--- src/rtl/fetch_if.sv ---
// fetch_if: groups the instruction-memory, redirect and decode-side signals
// of the fetch stage into one bundle.
//
// Handshake rule (applies to imem_req_* and insn_*): a transfer happens on a
// rising clock edge where valid and ready are both high. The producer may not
// make its payload depend on that edge before it happens, and the consumer
// may drive ready independently of valid. imem_rsp_valid_i has no ready: the
// fetch stage always accepts a response.
//
// Signals:
//   imem_req_valid_o / imem_req_ready_i / imem_addr_o : request channel to memory
//   imem_rsp_valid_i / imem_rsp_data_i                : in-order response channel
//   redirect_i / redirect_pc_i                        : control-flow redirect from execute
//   insn_valid_o / insn_ready_i / pc_o / insn_o       : pc/instruction pairs toward decode
//
// Modports:
//   master : the fetch stage
//   slave  : the environment (memory, execute and decode)
interface fetch_if #(
  parameter int AWIDTH = 32,
  parameter int DWIDTH = 32
);
  logic              imem_req_valid_o;
  logic              imem_req_ready_i;
  logic [AWIDTH-1:0] imem_addr_o;
  logic              imem_rsp_valid_i;
  logic [DWIDTH-1:0] imem_rsp_data_i;
  logic              redirect_i;
  logic [AWIDTH-1:0] redirect_pc_i;
  logic              insn_valid_o;
  logic              insn_ready_i;
  logic [AWIDTH-1:0] pc_o;
  logic [DWIDTH-1:0] insn_o;

  modport master (
    output imem_req_valid_o,
    input  imem_req_ready_i,
    output imem_addr_o,
    input  imem_rsp_valid_i,
    input  imem_rsp_data_i,
    input  redirect_i,
    input  redirect_pc_i,
    output insn_valid_o,
    input  insn_ready_i,
    output pc_o,
    output insn_o
  );

  modport slave (
    input  imem_req_valid_o,
    output imem_req_ready_i,
    input  imem_addr_o,
    output imem_rsp_valid_i,
    output imem_rsp_data_i,
    output redirect_i,
    output redirect_pc_i,
    input  insn_valid_o,
    output insn_ready_i,
    input  pc_o,
    input  insn_o
  );
endinterface

--- src/rtl/fetch.sv ---
// fetch: instruction fetch stage. Owns the program counter, issues in-order
// word requests to instruction memory, tracks them in an in-flight queue and
// buffers the returned words in an output FIFO presented to decode.
// A redirect reloads the PC, flushes the output FIFO and marks every
// in-flight request as killed so its response is dropped on arrival.
//
// Ports:
//   clk  : clock, all state updates on the rising edge
//   rst  : synchronous active-high reset
//   bus  : fetch_if.master (memory request/response, redirect, decode output)
//
// Parameters:
//   DWIDTH   : instruction width
//   AWIDTH   : address / PC width
//   BASEADDR : PC loaded by reset
//   DEPTH    : output FIFO entries and cap on in-flight + buffered (power of two, >= 2)
module fetch #(
  parameter int                DWIDTH   = 32,
  parameter int                AWIDTH   = 32,
  parameter logic [AWIDTH-1:0] BASEADDR = 32'h0100_0000,
  parameter int                DEPTH    = 4
) (
  input  logic     clk,
  input  logic     rst,
  fetch_if.master  bus
);

  localparam int PW = $clog2(DEPTH);   // pointer width
  localparam int CW = PW + 1;          // count width, holds 0..DEPTH
  localparam int SW = PW + 2;          // credit sum width, holds 0..2*DEPTH

  // Program counter of the next request
  logic [AWIDTH-1:0] r_fetch_pc;

  // In-flight queue: PC of each outstanding request plus its kill flag
  logic [AWIDTH-1:0] r_ifq_pc [DEPTH];
  logic [DEPTH-1:0]  r_ifq_kill;
  logic [PW-1:0]     r_ifq_rd;
  logic [PW-1:0]     r_ifq_wr;
  logic [CW-1:0]     r_ifq_cnt;

  // Output FIFO toward decode
  logic [AWIDTH-1:0] r_buf_pc   [DEPTH];
  logic [DWIDTH-1:0] r_buf_insn [DEPTH];
  logic [PW-1:0]     r_buf_rd;
  logic [PW-1:0]     r_buf_wr;
  logic [CW-1:0]     r_buf_cnt;

  logic              w_insn_valid;
  logic              w_pop;
  logic [SW-1:0]     w_credit_used;
  logic              w_req_valid;
  logic              w_req_fire;
  logic              w_rsp;
  logic              w_buf_push;

  // Outputs are forced low in the reset cycle even though the FIFO
  // registers still hold pre-reset contents until the edge.
  assign w_insn_valid = !rst && (r_buf_cnt != '0);
  assign w_pop        = w_insn_valid && bus.insn_ready_i;

  // Credit: every in-flight request already owns a FIFO slot, so the FIFO
  // can never overflow. An entry being consumed this cycle frees its slot
  // immediately, which is what lets a full pipe keep issuing one request per
  // cycle; this makes the request valid combinational on insn_ready_i.
  assign w_credit_used = SW'(r_ifq_cnt) + SW'(r_buf_cnt) - SW'(w_pop);
  assign w_req_valid   = !rst && !bus.redirect_i && (w_credit_used < SW'(DEPTH));
  assign w_req_fire    = w_req_valid && bus.imem_req_ready_i;

  // A response with nothing outstanding (e.g. one left over across a reset)
  // is ignored.
  assign w_rsp      = !rst && bus.imem_rsp_valid_i && (r_ifq_cnt != '0);
  // Killed entries and responses arriving in a redirect cycle are dropped.
  assign w_buf_push = w_rsp && !r_ifq_kill[r_ifq_rd] && !bus.redirect_i;

  assign bus.imem_req_valid_o = w_req_valid;
  assign bus.imem_addr_o      = r_fetch_pc;
  assign bus.insn_valid_o     = w_insn_valid;
  assign bus.pc_o             = w_insn_valid ? r_buf_pc[r_buf_rd]   : '0;
  assign bus.insn_o           = w_insn_valid ? r_buf_insn[r_buf_rd] : '0;

  // Control state: PC, pointers, counts and kill flags
  always_ff @(posedge clk) begin
    if (rst) begin
      r_fetch_pc <= BASEADDR;
      r_ifq_kill <= '0;
      r_ifq_rd   <= '0;
      r_ifq_wr   <= '0;
      r_ifq_cnt  <= '0;
      r_buf_rd   <= '0;
      r_buf_wr   <= '0;
      r_buf_cnt  <= '0;
    end else begin
      // PC: a redirect wins; the target is forced to word alignment
      if (bus.redirect_i) begin
        r_fetch_pc <= {bus.redirect_pc_i[AWIDTH-1:2], 2'b00};
      end else if (w_req_fire) begin
        r_fetch_pc <= r_fetch_pc + AWIDTH'(4);
      end

      // In-flight queue. No request fires in a redirect cycle, so marking
      // every slot killed cannot hit a newly pushed entry; free slots get
      // their flag cleared again when they are next written.
      if (bus.redirect_i) begin
        r_ifq_kill <= '1;
      end else if (w_req_fire) begin
        r_ifq_kill[r_ifq_wr] <= 1'b0;
      end
      if (w_req_fire) begin
        r_ifq_wr <= r_ifq_wr + PW'(1);
      end
      if (w_rsp) begin
        r_ifq_rd <= r_ifq_rd + PW'(1);
      end
      r_ifq_cnt <= r_ifq_cnt + CW'(w_req_fire) - CW'(w_rsp);

      // Output FIFO: a redirect empties it regardless of push/pop
      if (bus.redirect_i) begin
        r_buf_rd  <= '0;
        r_buf_wr  <= '0;
        r_buf_cnt <= '0;
      end else begin
        if (w_buf_push) begin
          r_buf_wr <= r_buf_wr + PW'(1);
        end
        if (w_pop) begin
          r_buf_rd <= r_buf_rd + PW'(1);
        end
        r_buf_cnt <= r_buf_cnt + CW'(w_buf_push) - CW'(w_pop);
      end
    end
  end

  // Payload storage: no reset needed, validity is tracked by the counts
  always_ff @(posedge clk) begin
    if (w_req_fire) begin
      r_ifq_pc[r_ifq_wr] <= r_fetch_pc;
    end
    if (w_buf_push) begin
      r_buf_pc[r_buf_wr]   <= r_ifq_pc[r_ifq_rd];
      r_buf_insn[r_buf_wr] <= bus.imem_rsp_data_i;
    end
  end

endmodule
--- src/flat_wrapper.sv ---
// flat-port wrapper written by rule: the top's interface ports become plain ports
module fetch_flat 
#(
  parameter int                DWIDTH   = 32,
  parameter int                AWIDTH   = 32,
  parameter logic [AWIDTH-1:0] BASEADDR = 32'h0100_0000,
  parameter int                DEPTH    = 4
)
  (clk, rst, bus_imem_req_valid_o, bus_imem_req_ready_i, bus_imem_addr_o, bus_imem_rsp_valid_i, bus_imem_rsp_data_i, bus_redirect_i, bus_redirect_pc_i, bus_insn_valid_o, bus_insn_ready_i, bus_pc_o, bus_insn_o);
  fetch_if #(.AWIDTH(AWIDTH), .DWIDTH(DWIDTH)) bus_i ();
  input  logic clk;
  input  logic rst;
  output wire logic [$bits(bus_i.imem_req_valid_o)-1:0] bus_imem_req_valid_o;
  input wire logic [$bits(bus_i.imem_req_ready_i)-1:0] bus_imem_req_ready_i;
  output wire logic [$bits(bus_i.imem_addr_o)-1:0] bus_imem_addr_o;
  input wire logic [$bits(bus_i.imem_rsp_valid_i)-1:0] bus_imem_rsp_valid_i;
  input wire logic [$bits(bus_i.imem_rsp_data_i)-1:0] bus_imem_rsp_data_i;
  input wire logic [$bits(bus_i.redirect_i)-1:0] bus_redirect_i;
  input wire logic [$bits(bus_i.redirect_pc_i)-1:0] bus_redirect_pc_i;
  output wire logic [$bits(bus_i.insn_valid_o)-1:0] bus_insn_valid_o;
  input wire logic [$bits(bus_i.insn_ready_i)-1:0] bus_insn_ready_i;
  output wire logic [$bits(bus_i.pc_o)-1:0] bus_pc_o;
  output wire logic [$bits(bus_i.insn_o)-1:0] bus_insn_o;
  assign bus_imem_req_valid_o = bus_i.imem_req_valid_o;
  assign bus_i.imem_req_ready_i = bus_imem_req_ready_i;
  assign bus_imem_addr_o = bus_i.imem_addr_o;
  assign bus_i.imem_rsp_valid_i = bus_imem_rsp_valid_i;
  assign bus_i.imem_rsp_data_i = bus_imem_rsp_data_i;
  assign bus_i.redirect_i = bus_redirect_i;
  assign bus_i.redirect_pc_i = bus_redirect_pc_i;
  assign bus_insn_valid_o = bus_i.insn_valid_o;
  assign bus_i.insn_ready_i = bus_insn_ready_i;
  assign bus_pc_o = bus_i.pc_o;
  assign bus_insn_o = bus_i.insn_o;
  fetch #(.DWIDTH(DWIDTH), .AWIDTH(AWIDTH), .BASEADDR(BASEADDR), .DEPTH(DEPTH)) u_core (.clk(clk), .rst(rst), .bus(bus_i));
endmodule
--- config.mk ---
export PLATFORM = sky130hd
export DESIGN_NAME = fetch_flat
export DESIGN_NICKNAME = d
export VERILOG_FILES = /design/src/rtl/fetch_if.sv /design/src/rtl/fetch.sv /design/src/flat_wrapper.sv
export SDC_FILE = /design/constraint.sdc
export NUM_CORES = 1
export LEC_CHECK = 0
export ABC_AREA = 1
export BUFFER_PORTS_ARGS = -buffer_cell sky130_fd_sc_hd__buf_4
export CAP_MARGIN = 20
export CORE_MARGIN = 2
export CORE_UTILIZATION = 45
export CTS_BUF_LIST = sky130_fd_sc_hd__clkbuf_4 sky130_fd_sc_hd__clkbuf_8
export CTS_CLUSTER_SIZE = 8
export DETAILED_ROUTE_END_ITERATION = 8
export PLACE_DENSITY = 0.71
export SLEW_MARGIN = 20
export SYNTH_ARGS = -nofsm -noshare
export SYNTH_HDL_FRONTEND = slang
export SYNTH_SLANG_ARGS = --single-unit
export TNS_END_PERCENT = 10
--- constraint.sdc ---
create_clock -name clk -period 11.15 [get_ports clk]
set_clock_uncertainty 0.1 [all_clocks]
set_input_delay 2.23 -clock clk [delete_from_list [all_inputs] [get_ports clk]]
set_output_delay 2.23 -clock clk [all_outputs]
set_load 0.01 [all_outputs]
* After elaboration in Yosys (flattened, before gate mapping)
Memories as Yosys holds them, arrays and structs flattened. A register that Yosys moved wholly into a read port is not among the register bits.
Index checks and enable logic that the tools add are counted.
** Word-level totals
- Bits in read-only memories :: 0
- Bits in latches :: 0
- Bits of input ports :: 70
- Output and inout port bits :: 98
- Memories :: 3
- RAM bits :: 384
- Bits in registers :: 50
** Memories
- u_core.r_buf_insn :: words 4, width 32, read ports 1, clocked after memory_dff 1, wr ports 1, line fetch.sv:44 : logic [DWIDTH-1:0] r_buf_insn [DEPTH];
- u_core.r_buf_pc :: words 4, width 32, read ports 1, clocked after memory_dff 1, wr ports 1, line fetch.sv:43 : logic [AWIDTH-1:0] r_buf_pc [DEPTH];
- u_core.r_ifq_pc :: words 4, width 32, read ports 1, clocked after memory_dff 1, wr ports 1, line fetch.sv:36 : logic [AWIDTH-1:0] r_ifq_pc [DEPTH];
** Operators by class
- Order comparisons :: 4
- Reduce and logical (&&, ||, !) cells :: 17
- Add/sub/neg operators :: 11
- Shift operators :: 0
- Multiplexer cells :: 20
- Div/mod/pow operators :: 0
- Multiply operators :: 0
- Eq/ne operators :: 0
- Bitwise gates (word level) :: 2
** Operators by type and width (number)
- $mux W32 :: 4
- $add A32 B3 Y32 const B :: 1
- $mux W2 :: 6
- $logic_and A1 B1 Y1 :: 10
- $add A2 B1 Y2 const B :: 4
- $mux W4 :: 2
- $add A3 B1 Y3 :: 2
- $lt A2 B3 Y1 const B :: 2
- $mux W1 :: 6
- $reduce_bool A3 Y1 :: 2
- $sub A3 B1 Y3 :: 2
- $add A3 B3 Y4 :: 1
- $and A4 B4 Y4 :: 1
- $lt A4 B3 Y1 const B :: 1
- $not A4 Y4 :: 1
- $sub A4 B1 Y4 :: 1
- $logic_not A1 Y1 :: 3
- $bmux W1 S2 :: 1
- $demux W1 S2 :: 1
- $ge A2 B1 Y1 const B :: 1
- $reduce_bool A2 Y1 :: 1
- $reduce_or A2 Y1 :: 1

* Logic depth before layout (Yosys ltp)
Gate-level depths: netlist of the first run.
- Depth after elaboration :: 9
- Depth in mapped cells :: 18

* Least setup slack after synthesis of the first run
No wires, ideal clock.
- Path type :: input -> register
- Start :: input bus_redirect_i
- End :: memory u_core.r_buf_insn[0][0], enable pin
- Setup slack :: 4.900 ns
- Required time :: 10.567 ns
- Stages on the path :: 5
- Buffers on the path :: 2
- Arrival :: 5.667 ns
- Cell sequence :: clkbuf_1 > inv_1 > clkbuf_1 > nand3_1 > nor2_1
** Between the ends
- Cells in the longest elaborated chain, start to end :: 4
** RTL lines
- start, declared :: line flat_wrapper.sv:18 : input wire logic [$bits(bus_i.redirect_i)-1:0] bus_redirect_i;
- $logic_not A1 Y1 :: line fetch.sv:74 : assign w_buf_push = w_rsp && !r_ifq_kill[r_ifq_rd] && !bus.redirect_i;
- $logic_and A1 B1 Y1 :: line fetch.sv:74
- $mux W1 :: line fetch.sv:139 : if (w_buf_push) begin
- $mux W1 (implied by the code) :: line fetch.sv:141 : r_buf_insn[r_buf_wr] <= bus.imem_rsp_data_i;
- end, declared :: line fetch.sv:44
No other way between the ends.

* Worst setup path in the final report of the first run
- Start :: input rst
- End :: output bus_pc_o[30]
** Between the ends
- Cells in the longest elaborated chain, start to end :: 3
** RTL lines
- start, declared :: line flat_wrapper.sv:12 : input logic rst;
- $logic_not A1 Y1 :: line fetch.sv:59 : assign w_insn_valid = !rst && (r_buf_cnt != '0);
- $logic_and A1 B1 Y1 :: line fetch.sv:59
- $mux W32 :: line fetch.sv:79 : assign bus.pc_o = w_insn_valid ? r_buf_pc[r_buf_rd] : '0;
- end, declared :: line flat_wrapper.sv:22 : output wire logic [$bits(bus_i.pc_o)-1:0] bus_pc_o;
No other way between the ends.

==> results_dict.tcl, run 1 <==
set metrics [dict create \
    drtIter0Drc 750 \
    nNetsFinal 1792 \
    antenna_found_initial 0 \
    gr-total-overflow 0 \
    cap_violations 0 \
    clkTransAtPathRegs_ns 0.06 \
    ys_seq_area_share_pct 69.88 \
    max_freq_ghz 0.1573 \
    vias 11800 \
    insertion_delay_ns 0.59 \
    cts_sinks 420 \
    ant_nets 0 \
    startpoint_type "input port" \
    die_x_um 200.1 \
    die_h_um 200.1 \
    dieArea_sq_um 40040 \
    vdd_drop_max_mv 0.08280 \
    hold_violations 0 \
    r2r_setup_slack_ns 7.51 \
    finalSetupTns_ns 0 \
    syn_to_final_growth_pct 16.45 \
    start_util_pct 45.83 \
    layout_commonest_cell "edfxtp_1" \
    cp_max_fo 63 \
    numCtsBuffers 68 \
    cts_tree "yes" \
    portBuffers 161 \
    holdPathStages 2 \
    hpwlAfterDp_um 21610 \
    layout-drive-gt1-share_pct 17.11 \
    synth.top_cell.area_share_pct 63.86 \
    cts_resized 0 \
    ys_top_cells_by_area "edfxtp_1 64%, nor2_1 7.7%, dfxtp_1 6.0%" \
    fin_util_pct 53.37 \
    status "completed" \
    syn_inst 1544 \
    path_common_cell "buf_4" \
    first_global_vias 11440 \
    fin_hold_ws_ns 0.3677 \
    clock-root-buffer "clkbuf_8" \
    mostFrequentLayoutCells "368 x edfxtp_1, 350 x nor2_1, 207 x o21ai_0" \
    cp-startpoint "rst" \
    via_per_inst 5.237 \
    wl_per_cell_um 17.23 \
    r2r-end "u_core.r_ifq_cnt[2]" \
    crit_chain "buf_4, inv_2, nand2_2, buf_4, a21oi_1, buf_4" \
    clockBufferDepth 3 \
    diodes 0 \
    setup_viol 0 \
    min_path_type "register to register" \
    worstSetupPathType "input port to output port" \
    grt_use_total_pct 19.36 \
    synthesis.area_sq_um 17300 \
    r2r_start "u_core.r_buf_cnt[1]" \
    synth-async-reset-ratio_pct 0 \
    slowest_stage "buf_4" \
    io_pins 168 \
    drv_slew 0 \
    htreeDepth 3 \
    min_to "u_core.r_ifq_kill[1]" \
    dp_slack_ns 4.793 \
    cp.required_ns 8.82 \
    drc 0 \
    worst_slew_pin_slew_ns 1.041 \
    wirelength_um 38820 \
    place_inst 2145 \
    layoutNonFillerInstCount 2253 \
    synth.avg_cell_area_sq_um 11.21 \
    nFillCells 3186 \
    place_congestion 0.8625 \
    ff2ff_path_depth 18 \
    cp-end-kind "output port" \
    period_share_pct 57.01 \
    yosys_warnings 0 \
    critPathArrivalTime_ns 4.03 \
    cts_hold_buffers 0 \
    powerDensity_nw_per_um2 168.0 \
    post_cts_buffers 0 \
    min_period_ns 6.357 \
    firstDrtPassIters 5 \
    grt_max_degree 111 \
    setup_ws_ns 4.793 \
    grt_pass1_wl_um 59490 \
    synth_seq_cells 420 \
    slew_headroom_pct 30.57 \
    synth_cell_types 39 \
    p_leak_nw 7.314 \
    rsz0062_at_grt "false" \
    synth_ff_type "edfxtp_1" \
    rows 71 \
    hold_path.startpoint "u_core.r_ifq_kill[1]" \
    synth.largest_area_cell "edfxtp_1" \
    coreArea_sq_um 37760 \
    synth_enable_flop_cells 368 \
    slowest_delay_ns 0.63 \
]
==> routing by layer <==
layer  wire length, um  vias to the layer above  GRT usage, %  part of all wire [%]
li1                  -                     5699             -                     -
met1             16660                     5616         25.58                    43
met2             18400                      434         31.94                    47
met3              3071                       49         3.864                   7.9
met4               681                        0         6.968                   1.8
met5                 0                        -             0                     0
==> worst max-delay path: cells and delay by family <==
kind,cells,cell delay [ns]
buf+inv,4,1.41
simple gates,1,0.10
compound gates,1,0.22
==> flip-flops by register name, summed over array words and instances (netlist names), 3 cells and up, named ones only <==
| register | count |
|---|---|
| u_core.r_ifq_cnt | 3 |
| u_core.r_buf_cnt | 3 |
| u_core.r_ifq_kill | 4 |
| u_core.r_buf_pc | 120 |
| u_core.bus.imem_addr_o | 30 |
| u_core.r_buf_insn | 128 |
| u_core.r_ifq_pc | 120 |
==> worst max-delay path by stage <==
| stage | end |
|---|---|
| 2_1_floorplan | u_core.r_buf_insn[0][0] |
| 3_3_place_gp | bus_pc_o[30] |
| 3_5_place_dp | bus_pc_o[30] |
| 4_1_cts | bus_pc_o[30] |
| 5_1_grt | bus_pc_o[30] |
| 6_report | bus_pc_o[30] |
==> power by group <==
group	internal [mW]	total [mW]	leakage [nW]	switching (mW)
combinational	0.107	0.331	2.91	0.224
clock	0.651	1.21	0.642	0.557
sequential	1.80	1.85	3.76	0.0446
==> through the flow <==
step | power, mW | area [sq um]
3_3_place_gp | 2.196 | 18940
4_1_cts | 3.422 | 20150
5_1_grt | 3.536 | 20150
2_1_floorplan | 2.082 | 17320
6_report | 3.386 | 20150
3_5_place_dp | 2.212 | 18950
==> layout make-up <==
cell class | instances | area [sq um] | area share (%)
clock buffer | 92 | 1135 | 5.632
inverter | 61 | 229.0 | 1.136
tap | 511 | 639.4 | 3.173
clock inverter | 16 | 70.07 | 0.3477
multi-input combinational | 977 | 4658 | 23.12
timing repair buffer | 176 | 1321 | 6.557
sequential | 420 | 12100 | 60.04
==> logic make-up (layout without fill, tap and decap cells) <==
kind of cell / after synthesis / count (layout) / synth area share (%)
xor gates and xnor gates: 23 / 23 / 1.164
buffers and inverters: 150 / 345 / 3.456
DFF: 420 / 420 / 69.88
adders and majority gates: 18 / 18 / 1.388
AOI/OAI and AO/OA: 352 / 352 / 10.54
other: 1 / 4 / 0.02167
and+or+nand+nor: 580 / 580 / 13.55
==> Yosys cell counts (all sizes together) (2+ instances only) <==
cell type	instances
o22ai	30
o21ai	207
nand2	152
buf	19
xnor2	9
dfxtp	52
nor3	6
or2	2
nand4	11
nor4	2
ha	16
nor2	356
edfxtp	368
nand3	50
fa	2
inv	61
xor2	14
a21boi	2
a21oi	107
clkbuf	70
Power figures use the tool's default switching activity.
==> inputs of run 2 (changes only) <==
Settings changed: ABC_AREA 1 to 0, PLACE_DENSITY 0.71 to 0.72.
Clock period 11.15 ns to 6.05 ns, I/O delays scaled along.
==> results_dict.tcl, run 2 <==
set metrics [dict create \
    status "completed" \
    coreArea_sq_um 36430 \
    period_share_pct 71.26 \
    cts_resized 0 \
    die_x_um 195.8 \
    fin_area_sq_um 19600 \
    critPathArrivalTime_ns 3.00 \
    synth-async-reset-ratio_pct 0 \
    place_inst 1479 \
    hpwlAfterDp_um 19340 \
    ys_seq_area_share_pct 73.04 \
    r2r_start "u_core.r_buf_cnt[1]" \
    synthAdderAreaFrac_pct 1.451 \
    die_h_um 195.8 \
    place_congestion 0.8026 \
    first_global_vias 9028 \
    slew_headroom_pct 28.95 \
    clockBufferDepth 3 \
    synth.largest_area_cell "edfxtp_1" \
    layout_commonest_cell "edfxtp_1" \
    syn_to_final_growth_pct 18.41 \
    synth_cell_types 49 \
    fin_hold_ws_ns 0.3937 \
    setup_viol 0 \
    cp_max_fo 34 \
    mostFrequentLayoutCells "368 x edfxtp_1, 173 x buf_4, 93 x mux4_2" \
    placed_area_sq_um 18270 \
    start_util_pct 45.44 \
    hold_violations 0 \
    startpoint_type "input port" \
    synthXorXnorAreaFrac_pct 1.633 \
    gr-total-overflow 0 \
    cp-end-kind "output port" \
    holdPathStages 2 \
    post_cts_buffers 0 \
    largest_reg_flops 128 \
    insertion_delay_ns 0.61 \
    layout_top_registers "u_core.r_buf_insn (128), u_core.r_buf_pc (120), u_core.r_ifq_pc (120)" \
    dieArea_sq_um 38340 \
    crit_cells 10 \
    diodes 0 \
    wl_per_cell_um 20.76 \
    powerDensity_nw_per_um2 321.0 \
    path_common_cell "buf_4" \
    p_leak_nw 6.652 \
    numCtsBuffers 69 \
    nNetsFinal 1170 \
    clkTransAtPathRegs_ns 0.06 \
    crit_family "buffers and inverters" \
    synth_compound_gate_area_share_pct 3.424 \
    drtIter0Drc 556 \
    syn_inst 884 \
    synth_enable_flop_cells 368 \
    top_register "u_core.r_buf_insn" \
    synth_ff_type "edfxtp_1" \
    grt_use_total_pct 17.80 \
    cts_hold_buffers 0 \
    layout-drive-gt1-share_pct 35.46 \
    rows 70 \
    synth_top_family_by_area "multiplexers" \
    r2r_setup_slack_ns 2.60 \
    worstSetupPathType "input port to output port" \
    muxShareOfSynthArea_pct 12.98 \
    max_freq_ghz 0.2319 \
    antenna_found_initial 1 \
    min_period_ns 4.311 \
    vdd_drop_max_mv 0.3248 \
    synth.top_cell.area_share_pct 66.75 \
    slowest_delay_ns 0.29 \
    min_path_type "register to register" \
    synthSimpleGateAreaFrac_pct 5.585 \
    nFillCells 2887 \
    crit_chain "buf_4, nor2_4, nand3_1, ha_1, a211oi_1, a32o_1, buf_4, nor2_1, nor2_1, buf_4" \
    synth.most_common_cell "edfxtp_1" \
    portBuffers 161 \
    wirelength_um 33190 \
    rsz0062_at_grt "false" \
    cp-endpoint "bus_imem_req_valid_o" \
    cap_violations 0 \
    ant_nets 0 \
    vias 8588 \
    finalSetupTns_ns 0 \
    grt_pass1_wl_um 51380 \
    cp-startpoint "rst" \
    synth_seq_cells 420 \
    cts_tree "yes" \
    synthesis.area_sq_um 16550 \
    grt_max_degree 66 \
    cp.required_ns 4.74 \
    firstDrtPassIters 6 \
    ys_top_cells_by_area "edfxtp_1 67%, mux4_2 13%, dfxtp_1 6.3%" \
    layoutNonFillerInstCount 1599 \
    synth.avg_cell_area_sq_um 18.73 \
    htreeDepth 3 \
    yosys_warnings 0 \
    ff2ff_path_depth 15 \
    worst_slew_pin_slew_ns 1.066 \
    drc 0 \
    via_per_inst 5.371 \
    critical_path_buf_inv_count 3 \
    io_pins 168 \
    r2r-end "u_core.r_ifq_cnt[2]" \
    cts_sinks 420 \
    slowest_stage "ha_1" \
    netlist_top_cells_count "368 x edfxtp_1, 93 x mux4_2, 72 x and2_1" \
    clock-root-buffer "clkbuf_8" \
    drv_slew 0 \
]
==> run 2: cell type report <==
class                           instances  area, sq um  share of cell area, %
Clock buffer                          100         1195                  6.096
Tap cell                              468        585.6                  2.987
Timing Repair Buffer                  173         1299                  6.625
Inverter                               25        93.84                 0.4787
Clock inverter                         20        142.6                 0.7276
Sequential cell                       420        12100                  61.72
Multi-Input combinational cell        393         4188                  21.36
==> run 2: cells by family after synthesis <==
logic type / Yosys count
flops: 420
simple gates: 165
mux: 98
compound gates: 78
buf+inv: 74
xor+xnor: 30
fa+ha+maj: 18
other cells: 1
==> run 2: power breakdown <==
group / switching [mW] / internal, mW
clock network: 1.09 / 1.29
registers: 0.0638 / 3.28
logic: 0.332 / 0.240
==> run 2: layer usage <==
| layer | GRT usage (%) | wire, um | vias up |
|---|---|---|---|
| li1 | - | - | 3893 |
| met1 | 23.05 | 14170 | 4372 |
| met2 | 29.45 | 16000 | 273 |
| met3 | 4.607 | 2377 | 50 |
| met4 | 6.117 | 653 | 0 |
| met5 | 0 | 0 | - |
==> run 2: worst min-delay path by stage <==
| stage | endpoint | startpoint |
|---|---|---|
| after CTS | u_core.r_ifq_kill[0] | u_core.r_ifq_kill[0] |
| after detailed placement | u_core.r_ifq_kill[0] | u_core.r_ifq_kill[0] |
| after global routing | u_core.r_ifq_kill[1] | u_core.r_ifq_kill[1] |
| final | u_core.r_ifq_kill[0] | u_core.r_ifq_kill[0] |
| after global placement | u_core.r_ifq_kill[0] | u_core.r_ifq_kill[0] |
| after floorplan | u_core.r_ifq_kill[3] | u_core.r_ifq_kill[3] |
==> run 2: per-stage QoR <==
| step | worst slack [ns] | util, % | total power [mW] |
|---|---|---|---|
| after floorplan | 1.190 | - | 3.763 |
| after global placement | 1.754 | 50.13 | 3.959 |
| after detailed placement | 1.718 | 50.13 | 3.978 |
| after CTS | 1.767 | 53.80 | 6.373 |
| after global routing | 1.639 | 53.80 | 6.557 |
| final | 1.739 | 53.80 | 6.292 |
==> run 2: worst reg2reg max path: cells and delay by family (launching register included) <==
kind                       cells  cell delay [ns]
adders and majority gates      4             1.10
AOI/OAI and AO/OA              3             0.68
buffers and inverters          5             0.65
DFF                            1             0.42
xor gates and xnor gates       2             0.32
and+or+nand+nor                1             0.05
==> inputs of run 3 (changes only) <==
Clock period 6.05 ns to 4.1 ns, I/O delays scaled along.
==> results_dict.tcl, run 3 (synthesis gave the netlist of run 2 again) <==
set metrics [dict create \
    status "completed" \
    worst_slew_pin_slew_ns 0.8855 \
    power_frac_comb_pct 9.0 \
    dieArea_sq_um 38340 \
    multi_input_area_sq_um 4188 \
    critical_path_buf_inv_count 3 \
    ant_nets 0 \
    finalSetupTns_ns 0 \
    crit_chain "inv_1, ha_1, inv_1, ha_1, a211oi_1, a32o_1, nor2_1, nor2_1, buf_4" \
    min_path_type "input port to register" \
    slowest_stage "dfxtp_1" \
    placed_area_sq_um 18480 \
    antenna_found_initial 0 \
    internal-power_mw 7.150 \
    cp.required_ns 3.18 \
    cts_hold_buffers 0 \
    switching_share_pct 23.10 \
    layout_commonest_cell "edfxtp_1" \
    clkTransAtPathRegs_ns 0.06 \
    rsz0062_at_grt "false" \
    critPathArrivalTime_ns 2.71 \
    die_x_um 195.8 \
    wl_per_cell_um 20.85 \
    cts_resized 0 \
    rows 70 \
    top_register "u_core.r_buf_insn" \
    via_per_inst 5.338 \
    htreeDepth 3 \
    first_global_vias 8828 \
    hpwlAfterDp_um 20820 \
    die_h_um 195.8 \
    slowest_delay_ns 0.43 \
    vdd_drop_max_mv 0.3517 \
    seqCellArea_sq_um 12100 \
    coreArea_sq_um 36430 \
    slew_headroom_pct 40.97 \
    drc 0 \
    grt_pass1_wl_um 51590 \
    cts_sinks 420 \
    cp_max_fo 8 \
    numCtsBuffers 70 \
    cap_violations 0 \
    insertion_delay_ns 0.61 \
    diodes 0 \
    p_sw_mw 2.147 \
    nFillCells 2876 \
    total_power_mw 9.297 \
    drv_slew 0 \
    largest_reg_flops 128 \
    syn_to_final_growth_pct 19.67 \
    setup_viol 0 \
    drtIter0Drc 541 \
    portBuffers 161 \
    grt_use_total_pct 17.87 \
    grt_max_degree 66 \
    layout_top_registers "u_core.r_buf_insn (128), u_core.r_buf_pc (120), u_core.r_ifq_pc (120)" \
    fin_area_sq_um 19810 \
    clockBufferDepth 3 \
    period_share_pct 88.45 \
    clock-root-buffer "clkbuf_8" \
    io_pins 168 \
    layout-drive-gt1-share_pct 36.04 \
    min_period_ns 3.627 \
    place_congestion 0.8215 \
    wirelength_um 33650 \
    mostFrequentLayoutCells "368 x edfxtp_1, 178 x buf_4, 93 x mux4_2" \
    fin_hold_ws_ns 0.3310 \
    cts_tree "yes" \
    cp-end-kind "output port" \
    pwr-share-clk_pct 37.7 \
    worstSetupPathType "register to output port" \
    start_util_pct 45.44 \
    vias 8615 \
    hold_violations 0 \
    p_seq_share_pct 53.3 \
    firstDrtPassIters 5 \
    max_freq_ghz 0.2757 \
    post_cts_buffers 0 \
    crit_family "compound AO/OA/AOI/OAI gates" \
    p_leak_nw 6.743 \
    powerDensity_nw_per_um2 469.3 \
    gr-total-overflow 0 \
    nNetsFinal 1185 \
    startpoint_type "register" \
]
## run 3: final timing paths
kind	start	end	slack [ns]	cells past startpoint
max	u_core.r_buf_cnt[1]	bus_imem_req_valid_o	0.47	9
min	bus_imem_rsp_data_i[6]	u_core.r_buf_insn[0][6]	0.33	1
max reg2reg	u_core.r_buf_cnt[1]	u_core.r_ifq_cnt[2]	0.93	14
min reg2reg	u_core.r_ifq_kill[0]	u_core.r_ifq_kill[0]	0.39	2
## run 3: power groups by stage
stage / sequential (mW) / clock (mW) / combinational, mW
after floorplan: 5.00 / 0 / 0.554
after global placement: 5.04 / 0 / 0.817
after detailed placement: 5.04 / 0 / 0.840
after CTS: 4.96 / 3.60 / 0.844
after global routing: 4.97 / 3.80 / 0.912
final: 4.96 / 3.51 / 0.835
## run 3: per-stage QoR
step | cells | utilization, % | setup slack [ns]
global placement | 1493 | 50.73 | 0.5091
global route | 1614 | 54.37 | 0.3082
finish | 1614 | 54.37 | 0.4734
floorplan | 887 | - | -0.3699
detailed placement | 1493 | 50.73 | 0.4629
CTS | 1614 | 54.37 | 0.4469
## run 3: final cells by class
| type | instances | area share (%) |
|---|---|---|
| sequential | 420 | 61.07 |
| timing repair buffer | 187 | 7.654 |
| multi-input combinational | 393 | 21.14 |
| clock buffer | 100 | 6.063 |
| tap | 468 | 2.956 |
| clock inverter | 21 | 0.6442 |
| inverter | 25 | 0.4737 |
## run 3: per-layer routing
| metal | GRT usage (%) | up-vias | share of wire [%] |
|---|---|---|---|
| met2 | 29.16 | 289 | 48 |
| met3 | 4.796 | 54 | 6.7 |
| li1 | - | 3925 | - |
| met5 | 0 | - | 0 |
| met4 | 5.247 | 0 | 1.7 |
| met1 | 23.76 | 4347 | 43 |
